--- src/rtl/bubble_sort_engine_if.sv ---
// Start/done handshake plus single-port RAM bus of the bubble-sort engine.
// BUBBLE_SORT_STATS_EN adds the swap_cnt / pass_cnt statistics signals.
interface bubble_sort_engine_if #(
  parameter int unsigned N      = 8,
  parameter int unsigned DATA_W = 8,
  parameter int unsigned ADDR_W = (N < 2) ? 1 : $clog2(N)
);
  logic              start;
  logic              descend;
  logic              busy;
  logic              done;
  logic [ADDR_W-1:0] mem_addr;
  logic              mem_rd_en;
  logic              mem_wr_en;
  logic [DATA_W-1:0] mem_wdata;
  logic [DATA_W-1:0] mem_rdata;
`ifdef BUBBLE_SORT_STATS_EN
  logic [15:0]       swap_cnt;
  logic [ADDR_W:0]   pass_cnt;

  modport master (
    output start, descend, mem_rdata,
    input  busy, done, mem_addr, mem_rd_en, mem_wr_en, mem_wdata, swap_cnt, pass_cnt
  );
  modport slave (
    input  start, descend, mem_rdata,
    output busy, done, mem_addr, mem_rd_en, mem_wr_en, mem_wdata, swap_cnt, pass_cnt
  );
`else
  modport master (
    output start, descend, mem_rdata,
    input  busy, done, mem_addr, mem_rd_en, mem_wr_en, mem_wdata
  );
  modport slave (
    input  start, descend, mem_rdata,
    output busy, done, mem_addr, mem_rd_en, mem_wr_en, mem_wdata
  );
`endif
endinterface

--- src/rtl/bubble_sort_engine.sv ---
// In-place bubble sort of N unsigned words in a single-port synchronous RAM, with run-time
// direction, shrinking inner bound and early exit. BUBBLE_SORT_STATS_EN adds statistics.
module bubble_sort_engine #(
  parameter int unsigned N      = 8,
  parameter int unsigned DATA_W = 8,
  parameter int unsigned ADDR_W = (N < 2) ? 1 : $clog2(N)
) (
  input logic                 clk,
  input logic                 rst,
  bubble_sort_engine_if.slave bus
);
  localparam int unsigned CntW = ADDR_W + 1;
  typedef logic [CntW-1:0] cnt_t;
  localparam cnt_t LastIdx = cnt_t'(N - 1);

  typedef enum logic [3:0] {
    StIdle, StPassInit, StRdA, StRdB, StCmp, StWrA, StWrB, StNextI, StPassEnd, StDone
  } state_e;

  state_e            state_q;
  cnt_t              i_q, j_q;
  logic              mode_q, swapped_q;
  logic              busy_q, done_q, rd_en_q, wr_en_q;
  logic [ADDR_W-1:0] addr_q;
  logic [DATA_W-1:0] a_q;
  // The write-data register holds operand B while it is written back in WR_A.
  logic [DATA_W-1:0] wdata_q;
`ifdef BUBBLE_SORT_STATS_EN
  logic [15:0]       swap_cnt_q;
  cnt_t              pass_cnt_q;
`endif

  cnt_t i_inc, j_inc, bound;
  logic do_swap;

  always_comb begin
    i_inc   = i_q + cnt_t'(1);
    j_inc   = j_q + cnt_t'(1);
    bound   = LastIdx - j_q;
    do_swap = mode_q ? (a_q < bus.mem_rdata) : (a_q > bus.mem_rdata);
  end

  always_ff @(posedge clk) begin
    if (rst) begin
      state_q    <= StIdle;
      i_q        <= '0;
      j_q        <= '0;
      mode_q     <= 1'b0;
      swapped_q  <= 1'b0;
      busy_q     <= 1'b0;
      done_q     <= 1'b0;
      rd_en_q    <= 1'b0;
      wr_en_q    <= 1'b0;
      addr_q     <= '0;
      a_q        <= '0;
      wdata_q    <= '0;
`ifdef BUBBLE_SORT_STATS_EN
      swap_cnt_q <= '0;
      pass_cnt_q <= '0;
`endif
    end else begin
      // Strobes and bus values are set for the state being entered, so outputs stay registered.
      rd_en_q <= 1'b0;
      wr_en_q <= 1'b0;
      addr_q  <= '0;
      wdata_q <= '0;
      unique case (state_q)
        StIdle: begin
          if (bus.start) begin
            mode_q <= bus.descend;
            j_q    <= '0;
`ifdef BUBBLE_SORT_STATS_EN
            swap_cnt_q <= '0;
            pass_cnt_q <= '0;
`endif
            if (N < 2) begin
              state_q <= StDone;
              done_q  <= 1'b1;
            end else begin
              state_q <= StPassInit;
              busy_q  <= 1'b1;
            end
          end
        end
        StPassInit: begin
          i_q       <= '0;
          swapped_q <= 1'b0;
          state_q   <= StRdA;
          rd_en_q   <= 1'b1;
          addr_q    <= '0;
        end
        StRdA: begin
          state_q <= StRdB;
          rd_en_q <= 1'b1;
          addr_q  <= i_inc[ADDR_W-1:0];
        end
        StRdB: begin
          a_q     <= bus.mem_rdata;
          state_q <= StCmp;
        end
        StCmp: begin
          if (do_swap) begin
            state_q <= StWrA;
            wr_en_q <= 1'b1;
            addr_q  <= i_q[ADDR_W-1:0];
            wdata_q <= bus.mem_rdata;
          end else begin
            state_q <= StNextI;
          end
        end
        StWrA: begin
          swapped_q <= 1'b1;
          state_q   <= StWrB;
          wr_en_q   <= 1'b1;
          addr_q    <= i_inc[ADDR_W-1:0];
          wdata_q   <= a_q;
        end
        StWrB: begin
          state_q <= StNextI;
`ifdef BUBBLE_SORT_STATS_EN
          if (swap_cnt_q != 16'hFFFF) swap_cnt_q <= swap_cnt_q + 16'd1;
`endif
        end
        StNextI: begin
          i_q <= i_inc;
          if (i_inc < bound) begin
            state_q <= StRdA;
            rd_en_q <= 1'b1;
            addr_q  <= i_inc[ADDR_W-1:0];
          end else begin
            state_q <= StPassEnd;
          end
        end
        StPassEnd: begin
          j_q <= j_inc;
`ifdef BUBBLE_SORT_STATS_EN
          pass_cnt_q <= pass_cnt_q + cnt_t'(1);
`endif
          if (!swapped_q || (j_inc == LastIdx)) begin
            state_q <= StDone;
            busy_q  <= 1'b0;
            done_q  <= 1'b1;
          end else begin
            state_q <= StPassInit;
          end
        end
        StDone: begin
          if (!bus.start) begin
            state_q <= StIdle;
            done_q  <= 1'b0;
          end
        end
        default: state_q <= StIdle;
      endcase
    end
  end

  assign bus.busy      = busy_q;
  assign bus.done      = done_q;
  assign bus.mem_addr  = addr_q;
  assign bus.mem_rd_en = rd_en_q;
  assign bus.mem_wr_en = wr_en_q;
  assign bus.mem_wdata = wdata_q;
`ifdef BUBBLE_SORT_STATS_EN
  assign bus.swap_cnt  = swap_cnt_q;
  assign bus.pass_cnt  = pass_cnt_q;
`endif

endmodule

--- src/flat_wrapper.sv ---
// flat-port wrapper written by rule: the top's interface ports become plain ports
module bubble_sort_engine_flat 
#(
  parameter int unsigned N      = 8,
  parameter int unsigned DATA_W = 8,
  parameter int unsigned ADDR_W = (N < 2) ? 1 : $clog2(N)
)
  (clk, rst, bus_start, bus_descend, bus_mem_rdata, bus_busy, bus_done, bus_mem_addr, bus_mem_rd_en, bus_mem_wr_en, bus_mem_wdata);
  bubble_sort_engine_if #(.N(N), .DATA_W(DATA_W), .ADDR_W(ADDR_W)) bus_i ();
  input logic clk;
  input logic rst;
  input wire logic [$bits(bus_i.start)-1:0] bus_start;
  input wire logic [$bits(bus_i.descend)-1:0] bus_descend;
  input wire logic [$bits(bus_i.mem_rdata)-1:0] bus_mem_rdata;
  output wire logic [$bits(bus_i.busy)-1:0] bus_busy;
  output wire logic [$bits(bus_i.done)-1:0] bus_done;
  output wire logic [$bits(bus_i.mem_addr)-1:0] bus_mem_addr;
  output wire logic [$bits(bus_i.mem_rd_en)-1:0] bus_mem_rd_en;
  output wire logic [$bits(bus_i.mem_wr_en)-1:0] bus_mem_wr_en;
  output wire logic [$bits(bus_i.mem_wdata)-1:0] bus_mem_wdata;
  assign bus_i.start = bus_start;
  assign bus_i.descend = bus_descend;
  assign bus_i.mem_rdata = bus_mem_rdata;
  assign bus_busy = bus_i.busy;
  assign bus_done = bus_i.done;
  assign bus_mem_addr = bus_i.mem_addr;
  assign bus_mem_rd_en = bus_i.mem_rd_en;
  assign bus_mem_wr_en = bus_i.mem_wr_en;
  assign bus_mem_wdata = bus_i.mem_wdata;
  bubble_sort_engine #(.N(N), .DATA_W(DATA_W), .ADDR_W(ADDR_W)) u_core (.clk(clk), .rst(rst), .bus(bus_i));
endmodule
--- config.mk ---
export PLATFORM = sky130hd
export DESIGN_NAME = bubble_sort_engine_flat
export DESIGN_NICKNAME = d
export VERILOG_FILES = /design/src/rtl/bubble_sort_engine_if.sv /design/src/rtl/bubble_sort_engine.sv /design/src/flat_wrapper.sv
export SDC_FILE = /design/constraint.sdc
export NUM_CORES = 1
export LEC_CHECK = 0
export ABC_AREA = 1
export ABC_CLOCK_PERIOD_IN_PS = 2000
export BUFFER_PORTS_ARGS = -buffer_cell sky130_fd_sc_hd__buf_2
export CAP_MARGIN = 20
export CORE_MARGIN = 1
export CORE_UTILIZATION = 55
export DETAILED_ROUTE_END_ITERATION = 7
export GPL_ROUTABILITY_DRIVEN = 0
export PLACE_DENSITY = 0.77
export SKIP_CTS_REPAIR_TIMING = 1
export SYNTH_ARGS = -nofsm -noshare
export SYNTH_HDL_FRONTEND = slang
export SYNTH_SLANG_ARGS = --single-unit
--- constraint.sdc ---
create_clock -name clk -period 2 [get_ports clk]
set_clock_uncertainty 0.1 [all_clocks]
set_input_delay 0.4 -clock clk [delete_from_list [all_inputs] [get_ports clk]]
set_output_delay 0.4 -clock clk [all_outputs]
set_load 0.01 [all_outputs]
# Word level (Yosys, flattened, before mapping)
# Index checks and enable logic that the tools add are counted.
totals:
  ff_bits: 37
classes:
  add_sub_neg: 3
  n_lt_le_gt_ge: 3
  mux: 26
  n_reduce_logical: 14
  n_eq_ne: 13
ops:
  columns: ["cell", "count"]
  rows:
  - ["one-hot mux 4 bit (10 select lines)", 1]
  - ["equality test 4 x 3 -> 1 bit, second input constant", 5]
  - ["2-to-1 mux 4 bit", 5]
  - ["one-hot mux 4 bit (2 select lines)", 2]
  - ["one-hot mux 8 bit (2 select lines)", 1]
  - ["one-hot mux 1 bit (2 select lines)", 5]
  - ["one-hot mux 3 bit (3 select lines)", 1]
  - ["adder 4 x 1 -> 4 bit, second input constant", 2]
  - ["equality test 4 x 2 -> 1 bit, second input constant", 2]
  - ["equality test 4 bit, second input constant", 2]
  - ["> comparator 8 bit", 1]
  - ["less-than comparator 8 bit", 1]
  - ["2-to-1 mux 8 bit", 1]
  - ["nonzero test 2 bit", 4]
  - ["2-to-1 mux 1 bit", 7]
  - ["2-to-1 mux 3 bit", 2]
  - ["AND reduction 2 bit", 3]
  - ["AND reduction 3 bit", 2]
  - ["equality test 4 x 1 -> 1 bit, second input constant", 1]
  - ["logical NOT 4 bit", 1]
  - ["less-than comparator 4 bit", 1]
  - ["!= test 2 bit, second input constant", 2]
  - ["OR reduction 2 bit", 2]
  - ["subtractor 3 x 4 -> 4 bit, first input constant", 1]
  - ["other kinds (4)", 4]

# Logic depth before layout (Yosys ltp)
# Gate-level depths: netlist (run 1).
logic_depth:
  ltp_word: 5
  ltp_mapped: 14
  mapped_depth_nobuf: 13

# Worst setup path after synthesis (run 1)
# OpenSTA, ideal clock, no wires.
synth_timing:
  path_type: "input to register"
  from: "in bus_mem_rdata[7]"
  to: "reg u_core.wr_en_q (netlist: u_core.bus.mem_wr_en)"
  path_stages: 10
  setup_ps: 115
  arrival_ps: 1511
  path_slack_ps: 273
  path_cell_list: "inv_1 ha_1 a21o_1 nor2_1 nand2_1 nand2_1 nand2_2 buf_6 o21ai_0 inv_1"
synth_between:
  elab_chain_cells: 4
  word_cells_on_any_way: 5
  classes_between: "order compare: 2; mux: 3"
synth_rtl:
  columns: ["element", "line", "source"]
  rows:
  - ["start, declared", "flat_wrapper.sv:14", "input wire logic [$bits(bus_i.mem_rdata)-1:0] bus_mem_rdata;"]
  - ["> comparator 8 bit or less-than comparator 8 bit (tied branches)", "bubble_sort_engine.sv:40", "do_swap = mode_q ? (a_q < bus.mem_rdata) : (a_q > bus.mem_rdata);"]
  - ["2-to-1 mux 1 bit *", "bubble_sort_engine.sv:40", null]
  - ["2-to-1 mux 1 bit *", "bubble_sort_engine.sv:102", "if (do_swap) begin"]
  - ["one-hot mux 1 bit (2 select lines) *", "bubble_sort_engine.sv:67", "unique case (state_q)"]
  - ["end signal, assigned", "bubble_sort_engine.sv:64", "wr_en_q <= 1'b0;"]
  - ["end signal, assigned", "bubble_sort_engine.sv:104", "wr_en_q <= 1'b1;"]
  - ["end signal, assigned", "bubble_sort_engine.sv:114", "wr_en_q <= 1'b1;"]
  - ["end, declared", "bubble_sort_engine.sv:23", "logic busy_q, done_q, rd_en_q, wr_en_q;"]
# Every way passes the cells marked *; elsewhere a longest branch is shown, timed or not.
# A chain may end at the register's enable or synchronous reset.

# Worst setup path in the final report (run 1)
layout_timing:
  from: "reg u_core.i_q[1]"
  to: "reg u_core.state_q[3]"
layout_between:
  elab_chain_cells: 4
layout_rtl:
  columns: ["element", "line", "source"]
  rows:
  - ["start, declared", "bubble_sort_engine.sv:21", "cnt_t i_q, j_q;"]
  - ["start signal, assigned", "bubble_sort_engine.sv:125", "i_q <= i_inc;"]
  - ["adder 4 x 1 -> 4 bit", "bubble_sort_engine.sv:37", "i_inc = i_q + cnt_t'(1);"]
  - ["less-than comparator 4 bit", "bubble_sort_engine.sv:126", "if (i_inc < bound) begin"]
  - ["2-to-1 mux 4 bit", "bubble_sort_engine.sv:126", null]
  - ["one-hot mux 4 bit (10 select lines)", "bubble_sort_engine.sv:67", null]
  - ["end signal, assigned", "bubble_sort_engine.sv:45", "state_q <= StIdle;"]
  - ["end signal, assigned", "bubble_sort_engine.sv:127", "state_q <= StRdA;"]
  - ["end signal, assigned", "bubble_sort_engine.sv:131", "state_q <= StPassEnd;"]
  - ["end, declared", "bubble_sort_engine.sv:20", "state_e state_q;"]
# No other way between the ends.

==> impl_metrics.csv, run 1 <==
group,metric,value,unit
routing,drc_errors,0,
synthesis,synth_top_cell_by_area,"dfxtp_1",
place,port_buffers,26,
synthesis,syn_nets,275,
global_routing,first_global_vias,1480,
sta,tns,0,ns
global_routing,grt_max_degree,25,
critical_path,cp-start-kind,"flip-flop",
sta,hold_violations,0,
place,dp_hpwl,2.680,mm
global_routing,antenna_found_initial,0,
layout,mostFrequentLayoutCells,"48 x nand2_1, 36 x dfxtp_1, 33 x a21oi_1, 30 x inv_1, 26 x buf_2",
layout,antenna_cells,0,
synthesis,synth_seq_area_share,39.26,%
place,placed_cells,316,
die,fp.dieArea,3669,um^2
critical_path,crit_start,"u_core.i_q[1]",
routing,wl_met2,1.658,mm
routing,wl_met3,139,um
layout,fillers,292,
sta,whs,0.1813,ns
min_path,holdCritPathClass,"in2reg",
power_and_ir_drop,vdd_drop_max,0.0005126,V
sta,period_needed,1.818,ns
critical_path,cp.required,2.14,ns
clock_network,clock_latency,0.34,ns
layout,fin_util,68.17,%
sta,rsz0062_at_grt,"no",
place,place_ws,0.03878,ns
synthesis,syn_avg_cell_area,7.578,um^2
routing,drt_first_pass_iters,4,
layout,layout.nets,305,
critical_path,critPathMaxFanout,4,
clock_network,clk_path_buf_depth,2,
synthesis,synthTopCellsByArea,"dfxtp_1 39%, nand2_1 9.5%, ha_1 9.3%",
die,core,3153,um^2
die,initial_utilization,59.84,%
critical_path,r2r_start,"u_core.i_q[1]",
layout,final_cells,324,
critical_path,rr_endpoint,"u_core.state_q[3]",
layout,layout.area.seq,742.0,um^2
sta,finalSetupViolCount,0,
routing,ant_nets,0,
routing,drt_iter0_drc,147,
synthesis,synth_top_area_share,39.26,%
synthesis,syn_inst,249,
clock_network,root_buffer,"clkbuf_4",
sta,fmax,550.1,MHz
global_routing,grt_pass1_wl,6.375,mm
clock_network,cts_sinks,37,
die,rows,20,
routing,top_layer_used,"met4",
die,die_width,60.57,um
flow_run,cap_violations,0,
critical_path,critPathKind,"reg2reg",
power_and_ir_drop,power.density,784.9,nW/um^2
critical_path,setup.worst_path.end,"u_core.state_q[3]",
critical_path,worst_setup_path_end_kind,"flip-flop",
clock_network,clk_pin_slew,0.11,ns
global_routing,grt-ovfl-total,0,
layout,final_common_cell,"nand2_1",
sta,worst_pin_slew,0.4010,ns
sta,period_share,90.90,%
status,run_status,"finished, final reports clean",
synthesis,ys_seq_elements,37,
synthesis,synth_cell_type_count,29,
routing,routedWlPerCell,11.37,um
power_and_ir_drop,p_leak,0.001082,uW
die,fp.dieH,60.57,um
clock_network,cts_tree,"done",
layout,areaGrowthSynthToFinish,13.93,%
critical_path,worst-r2r-cell-count,10,
sta,slew_violations,0,
routing,vias_per_cell,5.136,
layout,multi_input_area,983.4,um^2
routing,met1_length,1.844,mm
synthesis,syn_area,1887,um^2
sta,fin_ws,0.1821,ns
clock_network,htreeDepth,2,
sta,relSlewSlack,73.23,%
routing,wirelength,3.685,mm
global_routing,grt_usage,23.42,%
routing,via_count,1664,
die,ios,27,
critical_path,r2r_slack,0.18,ns
clock_network,cts_buffers,5,
synthesis,synth-warning-count,0,
layout,drive_gt1_share,19.64,%
critical_path,arrival,1.96,ns
[through the flow]
stage	cell area, um^2	power [uW]
finish	2150	1687
global route	2150	1777
CTS	2145	1699
detailed placement	2059	1155
global placement	2059	1147
floorplan	1887	1083
[report_power, final]
| part | total [uW] | internal [uW] | switching, uW |
|---|---|---|---|
| combinational | 317 | 106 | 211 |
| clock | 547 | 299 | 248 |
| sequential | 824 | 782 | 42.0 |
| total | 1690 | 1190 | 501 |
[area by class of cell]
cell class / count / share of cell area (%)
Inverter: 33 / 5.763
Tap cell: 44 / 2.561
Clock inverter: 1 / 1.397
Timing Repair Buffer: 30 / 7.451
Multi-Input combinational cell: 172 / 45.75
Clock buffer: 7 / 2.561
Sequential cell: 37 / 34.52
[cells in the mapped netlist, drive strengths merged]
master  number
nand2       52
dfxtp       37
a21oi       36
inv         32
nor2        23
nand3       20
o21ai       16
ha          14
buf          4
clkbuf       3
xor2         3
a21o         2
nand4        2
nor3         2
clkinv       1
o41ai        1
xnor2        1
[worst min path at each step]
stage / start / to / slack (ns) / cells after the start
finish: bus_descend / u_core.mode_q / 0.18 / 3
detailed placement: u_core.bus.done / u_core.bus.done / 0.35 / 2
global route: bus_descend / u_core.mode_q / 0.16 / 3
floorplan: u_core.a_q[0] / u_core.bus.mem_wdata[0] / 0.35 / 2
global placement: u_core.bus.busy / u_core.bus.busy / 0.35 / 2
CTS: bus_descend / u_core.mode_q / 0.17 / 3
[routing by layer]
metal / track usage [%] / up-vias
li1: - / 873
met1: 32.19 / 754
met2: 36.11 / 32
met3: 5.117 / 5
met4: 8.766 / 0
met5: 0 / -
[registers in the layout, summed over array words and instances, names as in the netlist]
signal and count:
u_core.bus.mem_wr_en 1, u_core.swapped_q 1, u_core.a_q 8, u_core.j_q 4, u_core.state_q 4, u_core.bus.done 1
u_core.bus.mem_rd_en 1, u_core.bus.mem_wdata 8, u_core.bus.mem_addr 3, u_core.i_q 4, u_core.mode_q 1, u_core.bus.busy 1
[kinds of logic (layout without fill, tap and decap cells)]
kind of cell | after synthesis | count (layout) | synth area share (%)
AO/OA/AOI/OAI | 55 | 55 | 15.45
XOR/XNOR | 4 | 4 | 1.857
adder cells (fa/ha/maj) | 14 | 14 | 9.284
buffers and inverters | 40 | 71 | 8.819
flip-flops | 37 | 37 | 39.26
AND/OR/NAND/NOR | 99 | 99 | 25.33
[worst max-delay path, cell delays in order (launching register included)]
cell and delay (ns):
dfxtp_1 0.41, ha_1 0.29, ha_1 0.31, o21ai_0 0.08, nand2_1 0.07, nand3_1 0.12
nand2_1 0.06, nand2_1 0.07, nand3_1 0.08, nand2_1 0.07, inv_1 0.04
Power figures use the tool's default switching activity.
==> inputs of run 2 (changes only) <==
ABC_AREA = unset   (was 1)
==> impl_metrics.csv, run 2 <==
group,metric,value,unit
status,run_status,"finished, violations left",
status,violations,"negative setup slack",
sta,finalSetupViolCount,3,
synthesis,syn_nets,228,
critical_path,crit_slowest_cell,"dfxtp_2",
routing,drt_iter0_drc,84,
synthesis,synth_flop_cell,"dfxtp_1",
synthesis,ys_seq_elements,37,
clock_network,clk_pin_slew,0.10,ns
flow_run,cap_violations,0,
clock_network,clock_latency,0.34,ns
critical_path,critPathMaxStageDelay,0.35,ns
critical_path,cp.required,2.13,ns
synthesis,synth_seq_area_share,39.73,%
global_routing,grt_max_degree,26,
global_routing,grt_usage,24.45,%
layout,layout.area.seq,745.7,um^2
place,dp_hpwl,2.827,mm
power_and_ir_drop,comb_power_share,15.6,%
synthesis,synth-warning-count,0,
power_and_ir_drop,p_clk_share,28.5,%
die,rows,20,
min_path,holdCritPathClass,"in2reg",
synthesis,syn_avg_cell_area,9.229,um^2
critical_path,cp_cell_sequence,"ha_4, nor2b_4, or2_4, ha_4, o21ai_2, nand2b_1, a31oi_2, o21a_1, a32o_1",
clock_network,root_buffer,"clkbuf_4",
sta,worst_pin_slew,0.9291,ns
critical_path,worst_setup_path_end_kind,"flip-flop",
global_routing,grt-ovfl-total,0,
power_and_ir_drop,power.density,604.2,nW/um^2
clock_network,cts_tree,"done",
sta,hold_violations,0,
power_and_ir_drop,p_leak,0.0009990,uW
critical_path,critPathMaxFanout,3,
die,fp.dieArea,3626,um^2
power_and_ir_drop,pwr-share-seq,55.9,%
global_routing,grt_pass1_wl,6.534,mm
sta,rsz0062_at_grt,"yes",
sta,period_share,104.7,%
die,fp.dieH,60.22,um
clock_network,htreeDepth,2,
synthesis,synth_top_cell_by_area,"dfxtp_1",
synthesis,syn_inst,202,
sta,relSlewSlack,37.54,%
power_and_ir_drop,finalPower,1400,uW
die,initial_utilization,59.60,%
synthesis,yosysMostFrequentCell,"dfxtp_1",
routing,ant_nets,0,
place,placed_cells,280,
layout,final_cells,290,
sta,tns,-0.2560,ns
die,die_width,60.22,um
routing,routedWlPerCell,13.78,um
power_and_ir_drop,swShare,26.94,%
die,core,3128,um^2
sta,fin_ws,-0.09441,ns
synthesis,synth-async-reset-ratio,0,%
synthesis,synth_edf_count,0,
layout,areaGrowthSynthToFinish,24.30,%
power_and_ir_drop,intPower,1023,uW
sta,fmax,477.5,MHz
global_routing,antenna_found_initial,0,
synthesis,synthTopCellsByArea,"dfxtp_1 40%, ha_1 9.4%, mux2i_1 5.9%",
global_routing,first_global_vias,1479,
routing,drt_first_pass_iters,4,
layout,mostFrequentLayoutCells,"33 x dfxtp_1, 26 x buf_2, 24 x nor2_1, 21 x buf_4, 11 x mux2i_1",
place,port_buffers,26,
routing,drc_errors,0,
clock_network,cts_buffers,5,
critical_path,critPathBufInv,0,
sta,whs,0.1914,ns
synthesis,syn_area,1864,um^2
sta,period_needed,2.094,ns
synthesis,synth_top_area_share,39.73,%
clock_network,cts_sinks,37,
critical_path,cp-start-kind,"flip-flop",
layout,final_common_cell,"dfxtp_1",
critical_path,crit_family,"compound AO/OA/AOI/OAI gates",
layout,drive_gt1_share,32.11,%
critical_path,cpMostUsedCell,"ha_4",
layout,layout.nets,272,
synthesis,synth_cell_type_count,44,
routing,vias_per_cell,5.607,
sta,slew_violations,0,
layout,antenna_cells,0,
critical_path,critPathKind,"reg2reg",
layout,multi_input_area,1132,um^2
routing,via_count,1626,
critical_path,arrival,2.23,ns
layout,fin_util,74.08,%
routing,wirelength,3.995,mm
die,ios,27,
power_and_ir_drop,p_sw,377.1,uW
layout,fillers,240,
synthesis,synth_common_cells,"37 x dfxtp_1, 24 x nor2_1, 14 x ha_1, 11 x inv_1, 11 x mux2i_1",
clock_network,clk_path_buf_depth,2,
power_and_ir_drop,vdd_drop_max,0.0004684,V
-- run 2: cell count changes in the layout (fill, tap and decap cells not counted), moves of 5 or more --
cell      change
a21oi_1      -24
inv_1        -21
nand2b_1      +5
a32o_1       +10
nand2_1      -40
nor2_1        +7
buf_4        +17
nand3_1      -14
mux2i_1      +11
ha_1          -5
o21ai_0      -10
-- run 2: path summary, 6_finish.rpt --
| check | startpoint | end | slack [ns] | cells after the start |
|---|---|---|---|---|
| hold / removal | bus_descend | u_core.mode_q | 0.19 | 3 |
| setup reg to reg | u_core.i_q[1] | u_core.bus.mem_addr[0] | -0.09 | 9 |
| setup / recovery | u_core.i_q[1] | u_core.bus.mem_addr[0] | -0.09 | 9 |
| hold reg to reg | u_core.bus.done | u_core.bus.done | 0.39 | 2 |
-- run 2: kinds of logic (layout without fill, tap and decap cells) --
family	count (synthesis)	in the layout	share of synthesized area, %
DFF	37	37	39.73
and+or+nand+nor	68	68	19.46
xor gates and xnor gates	4	4	1.880
buffers and inverters	22	65	5.167
AOI/OAI and AO/OA	46	47	18.46
muxes	11	11	5.906
adders and majority gates	14	14	9.396
-- run 2: layout make-up --
| type | count | area share (%) |
|---|---|---|
| clock buffers | 7 | 2.376 |
| multi-input cells | 144 | 48.87 |
| inverters | 11 | 1.782 |
| flip-flops and latches | 37 | 32.18 |
| repair buffers | 47 | 12.42 |
| well taps | 44 | 2.376 |
-- run 2: metal layers --
metal / track usage, % / up-vias / routed length [um]
met1: 31.20 / 757 / 1933
met5: 0 / - / 0
li1: - / 819 / -
met4: 8.306 / 0 / 16
met2: 38.78 / 46 / 1862
met3: 7.576 / 4 / 183
-- run 2: power by group through the flow --
stage	clock, uW	sequential, uW	combinational, uW
final	399	782	218
after global routing	441	787	243
after CTS	406	781	206
after detailed placement	0	797	205
after global placement	0	796	199
after floorplan	0	788	143
-- run 2: per-stage QoR --
stage / cell area [um^2] / setup WS [ns]
after floorplan: 1911 / -0.02367
after global placement: 2183 / -0.1500
after detailed placement: 2183 / -0.1924
after CTS: 2238 / -0.1993
after global routing: 2317 / -0.1578
final: 2317 / -0.09441
-- run 2: worst min-delay path: cells and delay by family --
family	cells	cell delay [ns]
AND/OR/NAND/NOR	1	0.07
buffers and inverters	1	0.07
multiplexers	1	0.05
==> inputs of run 3 (changes only) <==
CTS_BUF_LIST = sky130_fd_sc_hd__clkbuf_8   (was unset)
==> impl_metrics.csv, run 3 (synthesis gave the netlist of run 2 again) <==
group,metric,value,unit
power_and_ir_drop,pwr-share-seq,51.9,%
flow_run,cap_violations,0,
status,violations,"negative setup slack",
status,run_status,"finished, violations left",
sta,hold_violations,0,
layout,fin_util,75.08,%
layout,post-route-cell-area,2349,um^2
global_routing,grt_pass1_wl,6.513,mm
layout,areaGrowthSynthToFinish,25.97,%
place,place_ws,-0.1924,ns
die,rows,20,
power_and_ir_drop,p_sw,384.2,uW
sta,rsz0062_at_grt,"yes",
layout,fillers,232,
sta,worst_pin_slew,1.017,ns
power_and_ir_drop,comb_power_share,14.5,%
global_routing,grt_max_degree,26,
sta,fin_ws,-0.08453,ns
critical_path,critPathBufInv,0,
min_path,holdCritPathClass,"in2reg",
critical_path,critPathKind,"reg2reg",
sta,period_needed,2.085,ns
clock_network,clk_path_buf_depth,2,
global_routing,first_global_vias,1489,
critical_path,critPathMaxFanout,3,
routing,vias_per_cell,5.683,
clock_network,clk_pin_slew,0.07,ns
clock_network,cts_sinks,37,
place,dp_hpwl,2.827,mm
layout,layout.area.seq,745.7,um^2
sta,period_share,104.2,%
critical_path,cpMostUsedCell,"ha_4",
critical_path,cp.required,2.07,ns
sta,relSlewSlack,31.65,%
global_routing,grt-ovfl-total,0,
sta,fmax,479.7,MHz
die,core,3128,um^2
layout,final_common_cell,"dfxtp_1",
power_and_ir_drop,swShare,25.45,%
layout,multi_input_area,1132,um^2
routing,wirelength,4.057,mm
power_and_ir_drop,vdd_drop_max,0.0005286,V
routing,via_count,1648,
critical_path,arrival,2.16,ns
critical_path,cp_cell_sequence,"ha_4, nor2b_4, or2_4, ha_4, o21ai_2, nand2b_1, a31oi_2, o21a_1, a32o_1",
layout,antenna_cells,0,
critical_path,crit_slowest_cell,"dfxtp_2",
routing,drt_first_pass_iters,4,
sta,slew_violations,0,
layout,drive_gt1_share,32.11,%
die,fp.dieArea,3626,um^2
sta,whs,0.2505,ns
die,die_width,60.22,um
critical_path,critPathMaxStageDelay,0.34,ns
clock_network,cts_buffers,5,
die,ios,27,
power_and_ir_drop,p_leak,0.001016,uW
sta,finalSetupViolCount,3,
clock_network,clock_latency,0.28,ns
critical_path,worst_setup_path_end_kind,"flip-flop",
clock_network,cts_tree,"done",
layout,layout.nets,272,
routing,ant_nets,0,
clock_network,htreeDepth,2,
critical_path,crit_family,"compound AO/OA/AOI/OAI gates",
power_and_ir_drop,power.density,642.7,nW/um^2
power_and_ir_drop,intPower,1125,uW
sta,tns,-0.2412,ns
layout,mostFrequentLayoutCells,"33 x dfxtp_1, 26 x buf_2, 24 x nor2_1, 21 x buf_4, 11 x mux2i_1",
routing,drt_iter0_drc,100,
clock_network,root_buffer,"clkbuf_8",
die,fp.dieH,60.22,um
place,place_area,2183,um^2
place,port_buffers,26,
routing,routedWlPerCell,13.99,um
routing,drc_errors,0,
power_and_ir_drop,p_clk_share,33.6,%
critical_path,cp-start-kind,"flip-flop",
global_routing,antenna_found_initial,0,
global_routing,grt_usage,24.39,%
die,initial_utilization,59.60,%
## run 3: per-stage QoR
stage	instances	power (uW)
after floorplan	202	931.5
final	290	1509
after CTS	287	1507
after global routing	290	1577
after global placement	280	995.4
after detailed placement	280	1002
## run 3: final timing paths
path                                          endpoint            start  slack, ns  cells after the start
worst max-delay path            u_core.bus.mem_addr[1]    u_core.i_q[1]      -0.08                      9
worst min-delay path                     u_core.mode_q      bus_descend       0.25                      3
worst max register to register  u_core.bus.mem_addr[1]    u_core.i_q[1]      -0.08                      9
worst min register to register         u_core.bus.done  u_core.bus.done       0.38                      2
## run 3: area by class of cell
type | instances | share of cell area (%)
clock inverter | 1 | 0.1598
inverter | 11 | 1.758
sequential | 37 | 31.75
tap | 44 | 2.344
multi-input combinational | 144 | 48.22
clock buffer | 6 | 3.516
timing repair buffer | 47 | 12.25
## run 3: power groups by stage
| stage | Combinational (uW) | Sequential [uW] | Clock [uW] |
|---|---|---|---|
| 2_1_floorplan | 143 | 788 | 0 |
| 3_3_place_gp | 199 | 796 | 0 |
| 3_5_place_dp | 205 | 797 | 0 |
| 4_1_cts | 207 | 781 | 519 |
| 5_1_grt | 244 | 786 | 547 |
| 6_report | 219 | 783 | 508 |
## run 3: per-layer routing
| layer | up-vias | track usage [%] | part of all wire, % |
|---|---|---|---|
| li1 | 819 | - | - |
| met1 | 783 | 31.69 | 48 |
| met2 | 40 | 39.25 | 47 |
| met3 | 6 | 5.628 | 4.0 |
| met4 | 0 | 8.638 | 1.1 |
| met5 | - | 0 | 0 |
## run 3: tightest hold or removal path, cell delays in order
cell     delay, ns
buf_2         0.07
mux2i_1       0.05
nor2_1        0.07
